[config.mk]
export PLATFORM = sky130hd
export DESIGN_NAME = reg_file_param_flat
export DESIGN_NICKNAME = d
export VERILOG_FILES = /design/src/rtl/cpu_pkg.sv /design/src/rtl/reg_file_param_if.sv /design/src/rtl/reg_clear_seq.sv /design/src/rtl/reg_file_param.sv /design/src/flat_wrapper.sv
export SDC_FILE = /design/constraint.sdc
export NUM_CORES = 1
export LEC_CHECK = 0
export ABC_AREA = 0
export BUFFER_PORTS_ARGS = -buffer_cell sky130_fd_sc_hd__buf_4
export CAP_MARGIN = 20
export CORE_UTILIZATION = 55
export CTS_CLUSTER_DIAMETER = 200
export CTS_CLUSTER_SIZE = 30
export DETAILED_ROUTE_END_ITERATION = 8
export PLACE_DENSITY = 0.85
export SETUP_SLACK_MARGIN = 0.02
export SKIP_CTS_REPAIR_TIMING = 1
export SYNTH_ARGS = -nofsm -noshare
export SYNTH_HDL_FRONTEND = slang
export SYNTH_SLANG_ARGS = --single-unit
[constraint.sdc]
create_clock -name i_clk -period 2.55 [get_ports i_clk]
set_input_delay 0.1275 -clock i_clk [delete_from_list [all_inputs] [get_ports i_clk]]
set_output_delay 0.1275 -clock i_clk [all_outputs]
set_load 0.1 [all_outputs]
[src/rtl/cpu_pkg.sv]
// Shared definitions for the CPU register file: default widths, clear-FSM state type
// and the index of the optional hard-wired zero register.
package cpu_pkg;

    localparam int unsigned DATA_W_DEF = 8;
    localparam int unsigned ADDR_W_DEF = 3;
    localparam int unsigned REG_ZERO   = 0;

    typedef enum logic [0:0] {
        StIdle,
        StClearing
    } clr_state_e;

endpackage

[src/rtl/reg_file_param_if.sv]
// Register-file bus: one write port, two read ports, clear request and busy status.
// The master drives writes, read addresses and clear; the slave returns read data and busy.
interface reg_file_param_if
    import cpu_pkg::*;
#(
    parameter int unsigned DATA_W = DATA_W_DEF,
    parameter int unsigned ADDR_W = ADDR_W_DEF
);

    logic [DATA_W-1:0] wdata;
    logic [ADDR_W-1:0] waddr;
    logic              write;
    logic [ADDR_W-1:0] raddr1;
    logic [ADDR_W-1:0] raddr2;
    logic [DATA_W-1:0] rdata1;
    logic [DATA_W-1:0] rdata2;
    logic              clear;
    logic              busy;

    modport master (
        output wdata, waddr, write, raddr1, raddr2, clear,
        input  rdata1, rdata2, busy
    );

    modport slave (
        input  wdata, waddr, write, raddr1, raddr2, clear,
        output rdata1, rdata2, busy
    );

endinterface

[src/rtl/reg_clear_seq.sv]
// Sequential clear engine: walks every register index once, one per cycle, after a
// CLEAR request seen in idle. Busy covers exactly 2**ADDR_W cycles.
module reg_clear_seq
    import cpu_pkg::*;
#(
    parameter int unsigned ADDR_W = ADDR_W_DEF
) (
    input  logic              i_clk,
    input  logic              i_reset,
    input  logic              i_clear,
    output logic              o_busy,
    output logic              o_clr_we,
    output logic [ADDR_W-1:0] o_clr_idx
);

    clr_state_e        r_state;
    clr_state_e        w_state_nxt;
    logic [ADDR_W-1:0] r_cnt;
    logic [ADDR_W-1:0] w_cnt_nxt;
    logic              w_last;

    assign w_last = (r_cnt == {ADDR_W{1'b1}});

    always_ff @(posedge i_clk) begin
        if (i_reset) begin
            r_state <= StIdle;
            r_cnt   <= '0;
        end else begin
            r_state <= w_state_nxt;
            r_cnt   <= w_cnt_nxt;
        end
    end

    // A CLEAR arriving while already clearing is ignored; the counter wraps to 0 at the end.
    always_comb begin
        w_state_nxt = r_state;
        w_cnt_nxt   = r_cnt;
        unique case (r_state)
            StIdle: begin
                if (i_clear) begin
                    w_state_nxt = StClearing;
                    w_cnt_nxt   = '0;
                end
            end
            StClearing: begin
                w_cnt_nxt = r_cnt + 1'b1;
                if (w_last) begin
                    w_state_nxt = StIdle;
                end
            end
        endcase
    end

    always_comb begin
        o_busy    = (r_state == StClearing);
        o_clr_we  = (r_state == StClearing);
        o_clr_idx = r_cnt;
    end

endmodule

[src/rtl/reg_file_param.sv]
// Parametrised CPU register file: 1 write / 2 read ports, optional registered reads with
// write bypass, optional hard-wired zero register and a multi-cycle clear engine.
module reg_file_param
    import cpu_pkg::*;
#(
    parameter int unsigned DATA_W   = DATA_W_DEF,
    parameter int unsigned ADDR_W   = ADDR_W_DEF,
    parameter int unsigned READ_REG = 0,
    parameter int unsigned ZERO_REG = 0
) (
    input  logic                   i_clk,
    input  logic                   i_reset,
    reg_file_param_if.slave        bus
);

    localparam int unsigned DEPTH = 2 ** ADDR_W;

    logic [DATA_W-1:0] r_regs [DEPTH];

    logic              w_busy;
    logic              w_clr_we;
    logic [ADDR_W-1:0] w_clr_idx;
    logic              w_wr_zero;
    logic              w_wr_acc;
    logic [DATA_W-1:0] w_rd1;
    logic [DATA_W-1:0] w_rd2;

    reg_clear_seq #(
        .ADDR_W (ADDR_W)
    ) u_clear_seq (
        .i_clk     (i_clk),
        .i_reset   (i_reset),
        .i_clear   (bus.clear),
        .o_busy    (w_busy),
        .o_clr_we  (w_clr_we),
        .o_clr_idx (w_clr_idx)
    );

    assign bus.busy  = w_busy;
    assign w_wr_zero = (ZERO_REG != 0) && (bus.waddr == ADDR_W'(REG_ZERO));
    assign w_wr_acc  = bus.write && !w_busy && !w_wr_zero;

    // Clear strobes only while busy and accepted writes only while idle, so they never collide.
    always_ff @(posedge i_clk) begin
        if (i_reset) begin
            for (int i = 0; i < DEPTH; i++) begin
                r_regs[i] <= '0;
            end
        end else begin
            if (w_clr_we) begin
                r_regs[w_clr_idx] <= '0;
            end
            if (w_wr_acc) begin
                r_regs[bus.waddr] <= bus.wdata;
            end
        end
    end

    assign w_rd1 = ((ZERO_REG != 0) && (bus.raddr1 == ADDR_W'(REG_ZERO))) ? '0
                                                                           : r_regs[bus.raddr1];
    assign w_rd2 = ((ZERO_REG != 0) && (bus.raddr2 == ADDR_W'(REG_ZERO))) ? '0
                                                                           : r_regs[bus.raddr2];

    if (READ_REG != 0) begin : g_read_reg
        logic [DATA_W-1:0] r_out1;
        logic [DATA_W-1:0] r_out2;

        always_ff @(posedge i_clk) begin
            if (i_reset) begin
                r_out1 <= '0;
                r_out2 <= '0;
            end else begin
                r_out1 <= (w_wr_acc && (bus.waddr == bus.raddr1)) ? bus.wdata : w_rd1;
                r_out2 <= (w_wr_acc && (bus.waddr == bus.raddr2)) ? bus.wdata : w_rd2;
            end
        end

        assign bus.rdata1 = r_out1;
        assign bus.rdata2 = r_out2;
    end else begin : g_read_comb
        assign bus.rdata1 = w_rd1;
        assign bus.rdata2 = w_rd2;
    end

endmodule

[src/flat_wrapper.sv]
// flat-port wrapper written by rule: the top's interface ports become plain ports
module reg_file_param_flat import cpu_pkg::*;
#(
    parameter int unsigned DATA_W   = DATA_W_DEF,
    parameter int unsigned ADDR_W   = ADDR_W_DEF,
    parameter int unsigned READ_REG = 0,
    parameter int unsigned ZERO_REG = 0
)
  (i_clk, i_reset, bus_wdata, bus_waddr, bus_write, bus_raddr1, bus_raddr2, bus_clear, bus_rdata1, bus_rdata2, bus_busy);
  reg_file_param_if #(.DATA_W(DATA_W), .ADDR_W(ADDR_W)) bus_i ();
  input  logic i_clk;
  input  logic i_reset;
  input wire logic [$bits(bus_i.wdata)-1:0] bus_wdata;
  input wire logic [$bits(bus_i.waddr)-1:0] bus_waddr;
  input wire logic [$bits(bus_i.write)-1:0] bus_write;
  input wire logic [$bits(bus_i.raddr1)-1:0] bus_raddr1;
  input wire logic [$bits(bus_i.raddr2)-1:0] bus_raddr2;
  input wire logic [$bits(bus_i.clear)-1:0] bus_clear;
  output wire logic [$bits(bus_i.rdata1)-1:0] bus_rdata1;
  output wire logic [$bits(bus_i.rdata2)-1:0] bus_rdata2;
  output wire logic [$bits(bus_i.busy)-1:0] bus_busy;
  assign bus_i.wdata = bus_wdata;
  assign bus_i.waddr = bus_waddr;
  assign bus_i.write = bus_write;
  assign bus_i.raddr1 = bus_raddr1;
  assign bus_i.raddr2 = bus_raddr2;
  assign bus_i.clear = bus_clear;
  assign bus_rdata1 = bus_i.rdata1;
  assign bus_rdata2 = bus_i.rdata2;
  assign bus_busy = bus_i.busy;
  reg_file_param #(.DATA_W(DATA_W), .ADDR_W(ADDR_W), .READ_REG(READ_REG), .ZERO_REG(ZERO_REG)) u_core (.i_clk(i_clk), .i_reset(i_reset), .bus(bus_i));
endmodule
==> run summary <==
=====================================================================================================
CTS Buf Count ..........................................................................            9
Hold crit path type ....................................................................    in -> reg
Reg area ...............................................................................     2000 µm²
Violations in the final reports ........................................................          DRC
Synth Instances ........................................................................          240
Crit path launch type ..................................................................    flip-flop
Post-DP HPWL ...........................................................................      5770 µm
Antenna violation net count after detailed routing .....................................            0
Top-count cell post-synth .............................................................. sky130_fd_sc_hd__and2_1
Max Clk Rate ...........................................................................      496 MHz
Wire length of the first global-routing pass ...........................................     13000 µm
Core Box Area ..........................................................................     6460 µm²
Post-layout power ......................................................................    0.00281 W
Overall die width ......................................................................      84.7 µm
Count of input and output buffers ......................................................           37
Largest buffer count on any clock path .................................................            2
Count of yosys warnings during synthesis ...............................................            0
Main combinational cell family by area after synthesis ................................. multiplexers
Synth Area in Compound Gates ...........................................................        6.36%
Total congestion overflow ..............................................................            0
Post-synthesis share of cell area spent on full adders, half adders and majority gates .       0.666%
Clock latency on the worst-skew pair ...................................................      0.35 ns
Fraction of post-synthesis cell area in the top cell type by area ......................        51.1%
Count of boundary I/O pins .............................................................           38
Number of diodes .......................................................................            0
#FFs+latches synth .....................................................................           68
Overall fraction of global-route tracks in use .........................................        25.6%
Via/cell ratio .........................................................................         6.50
Instance area at placement .............................................................     4110 µm²
WL per Instance ........................................................................      22.9 µm
Leading post-synthesis cells by cell area .............................................. sky130_fd_sc_hd__edfxtp_1, sky130_fd_sc_hd__mux4_2, sky130_fd_sc_hd__and2_1, sky130_fd_sc_hd__mux2_2, sky130_fd_sc_hd__a2111oi_4
Library cell used as clock root buffer ................................................. sky130_fd_sc_hd__clkbuf_8
Max-slew violations ....................................................................            0
Overall via count from detail_route ....................................................         2345
Setup_tns ..............................................................................         0 ns
Worst Path Class, Setup ................................................................   reg -> reg
Power density cells ....................................................................   650 nW/µm²
Count of endpoints failing setup in the final report ...................................            0
Simple-gate portion of the synthesized area ............................................        13.9%
Total detailed-routing wirelength ......................................................      8280 µm
Clock period minus worst slack .........................................................      2.02 ns
Syn avg cell area ......................................................................     15.7 µm²
Standby leakage power ..................................................................      1.61 nW
Sink count of the clock tree ...........................................................           68
Drc violations .........................................................................            4
Chip Height ............................................................................      84.7 µm
Placement Rows .........................................................................           29
Post-synth cell types ..................................................................           26
Clock transition time at the flip-flop clock pins of the worst setup and hold paths ....      0.07 ns
Area taken by multi-input logic gates ..................................................     1690 µm²
Final hold violation count .............................................................            0
Vias in the first global route .........................................................         2426
Final RePlAce weighted congestion ......................................................        0.873
Rel. slew slack ........................................................................        44.0%
DRT iter0 DRCs .........................................................................          210
Xor and xnor area share after synthesis ................................................           0%
Number of synthesized flops with an enable pin .........................................           64
Dominant register cell in the synthesized netlist ...................................... sky130_fd_sc_hd__edfxtp_1
TritonCTS clock tree ...................................................................        built
Number of max-cap violations ...........................................................            0
Largest fanout on the critical path ....................................................           14
Netlist area before placement ..........................................................     3760 µm²
Share of cell area taken by muxes after synthesis ......................................        24.0%
Synth area leader ...................................................................... sky130_fd_sc_hd__edfxtp_1
Fin nets ...............................................................................          302
Post-route core utilization ............................................................        67.0%
Worst VDD drop .........................................................................     0.460 mV
Setup repair after global routing missed its margin ....................................        false
Initial Util ...........................................................................        58.2%
Area enclosed by the die boundary ......................................................     7170 µm²
Area growth, synth to finish ...........................................................        15.0%
Fill cell instance count of the final layout ...........................................          450
CP required ............................................................................      2.56 ns
Status ................................................................................. finished with violations
Number of detailed-route iterations in the first pass ..................................            7
Post-synthesis net count ...............................................................          263
Maximum level of the CTS H-tree ........................................................            3
Worst-Margin Slew ......................................................................     0.834 ns
Worst clock skew .......................................................................   0.00796 ns
Crit share post-route ..................................................................        79.1%
Leading cell types by count after synthesis ............................................ sky130_fd_sc_hd__and2_1, sky130_fd_sc_hd__edfxtp_1, sky130_fd_sc_hd__mux4_2
Pin count of the biggest net entering global routing ...................................           22
Layout Cell Area excl Fill .............................................................     4320 µm²
Data arrival time of the critical path .................................................      2.03 ns
Endpoint type of the worst setup path ..................................................    flip-flop
Proportion of synthesized flip-flops having asynchronous set or reset ..................           0%
Number of antenna violations at the first check in global routing ......................            0
Post-synthesis sequential area ratio ...................................................        53.3%
Share of cells above drive strength 1 ..................................................        39.4%
=====================================================================================================
## routing by layer
metal | track usage, % | routed length, µm
met5 | 0 | 0
met4 | 15.1 | 323
met3 | 4.72 | 555
met2 | 44.3 | 4380
met1 | 29.9 | 3020
## power by group
part	switching [W]	total [W]	internal, W
registers	0.0000288	0.00130	0.00127
clock network	0.000415	0.000961	0.000546
logic	0.000375	0.000551	0.000176
total	0.000819	0.00281	0.00199
## cells in the final DEF (no fill, tap or decap)
master	netlist	final
sky130_fd_sc_hd__o32a_1	1	1
sky130_fd_sc_hd__nand4bb_1	1	1
sky130_fd_sc_hd__a2111oi_4	4	4
sky130_fd_sc_hd__and2_1	66	66
sky130_fd_sc_hd__or3b_2	1	1
sky130_fd_sc_hd__mux2_2	16	16
sky130_fd_sc_hd__a21oi_1	5	5
sky130_fd_sc_hd__bufinv_16	0	2
sky130_fd_sc_hd__clkinv_4	0	1
sky130_fd_sc_hd__nand2b_1	1	1
sky130_fd_sc_hd__o32ai_1	3	3
sky130_fd_sc_hd__o21bai_1	2	2
sky130_fd_sc_hd__clkbuf_8	0	9
sky130_fd_sc_hd__nor3b_1	3	3
sky130_fd_sc_hd__ha_1	2	2
sky130_fd_sc_hd__inv_1	4	4
sky130_fd_sc_hd__edfxtp_1	64	64
sky130_fd_sc_hd__buf_4	0	41
sky130_fd_sc_hd__nand2_1	2	2
sky130_fd_sc_hd__nor3_1	4	4
sky130_fd_sc_hd__a21o_1	6	6
sky130_fd_sc_hd__a211oi_1	1	1
sky130_fd_sc_hd__clkinv_2	0	3
sky130_fd_sc_hd__nand3b_1	1	1
sky130_fd_sc_hd__or4b_4	1	1
sky130_fd_sc_hd__dfxtp_2	0	1
sky130_fd_sc_hd__mux4_2	32	32
sky130_fd_sc_hd__nor2_1	3	3
sky130_fd_sc_hd__dfxtp_1	4	3
sky130_fd_sc_hd__clkinvlp_4	0	1
## state kept, by name (all words and copies together), names as in the netlist
register,count
u_core.r_regs,64
u_core.u_clear_seq.o_clr_idx,3
u_core.u_clear_seq.o_busy,1
## worst paths after layout
| kind | slack (ns) | endpoint | cells after the start | from |
|---|---|---|---|---|
| max | 0.53 | u_core.r_regs[0][5]$_SDFFCE_PN0P_ | 3 | u_core.u_clear_seq.o_busy$_SDFF_PP0_ |
| min | 0.08 | u_core.u_clear_seq.o_clr_idx[0]$_SDFFE_PP0P_ | 4 | bus_clear |
| max reg2reg | 0.53 | u_core.r_regs[0][5]$_SDFFCE_PN0P_ | 3 | u_core.u_clear_seq.o_busy$_SDFF_PP0_ |
| min reg2reg | 0.51 | u_core.u_clear_seq.o_clr_idx[0]$_SDFFE_PP0P_ | 2 | u_core.u_clear_seq.o_clr_idx[0]$_SDFFE_PP0P_ |
## area by class of cell
class / instances / area share [%]
Timing Repair Buffer: 41 / 7.12
Clock buffer: 9 / 2.86
Clock inverter: 7 / 2.11
Inverter: 4 / 0.347
Sequential cell: 68 / 46.3
Tap cell: 77 / 2.23
Multi-Input combinational cell: 155 / 39.0
## through the flow
step,cells,worst slack (ns),hold WS (ns)
after floorplan,240,0.317,0.311
after global placement,345,0.575,0.431
after detailed placement,345,0.541,0.449
after CTS,361,0.516,0.0736
after global routing,361,0.443,0.0908
final,361,0.534,0.0793
## cell families after synthesis
group / Yosys count
AOI/OAI and AO/OA: 22
adders and majority gates: 2
and+or+nand+nor: 83
DFF: 68
buffers and inverters: 17
muxes: 48
## worst max-delay path, cell delays in order, from the launching register on
cell	delay, ns
sky130_fd_sc_hd__dfxtp_2	0.39
sky130_fd_sc_hd__or3b_2	0.57
sky130_fd_sc_hd__a21oi_1	0.31
sky130_fd_sc_hd__a21o_1	0.40
Note: power is estimated with default switching activity, not from simulation.
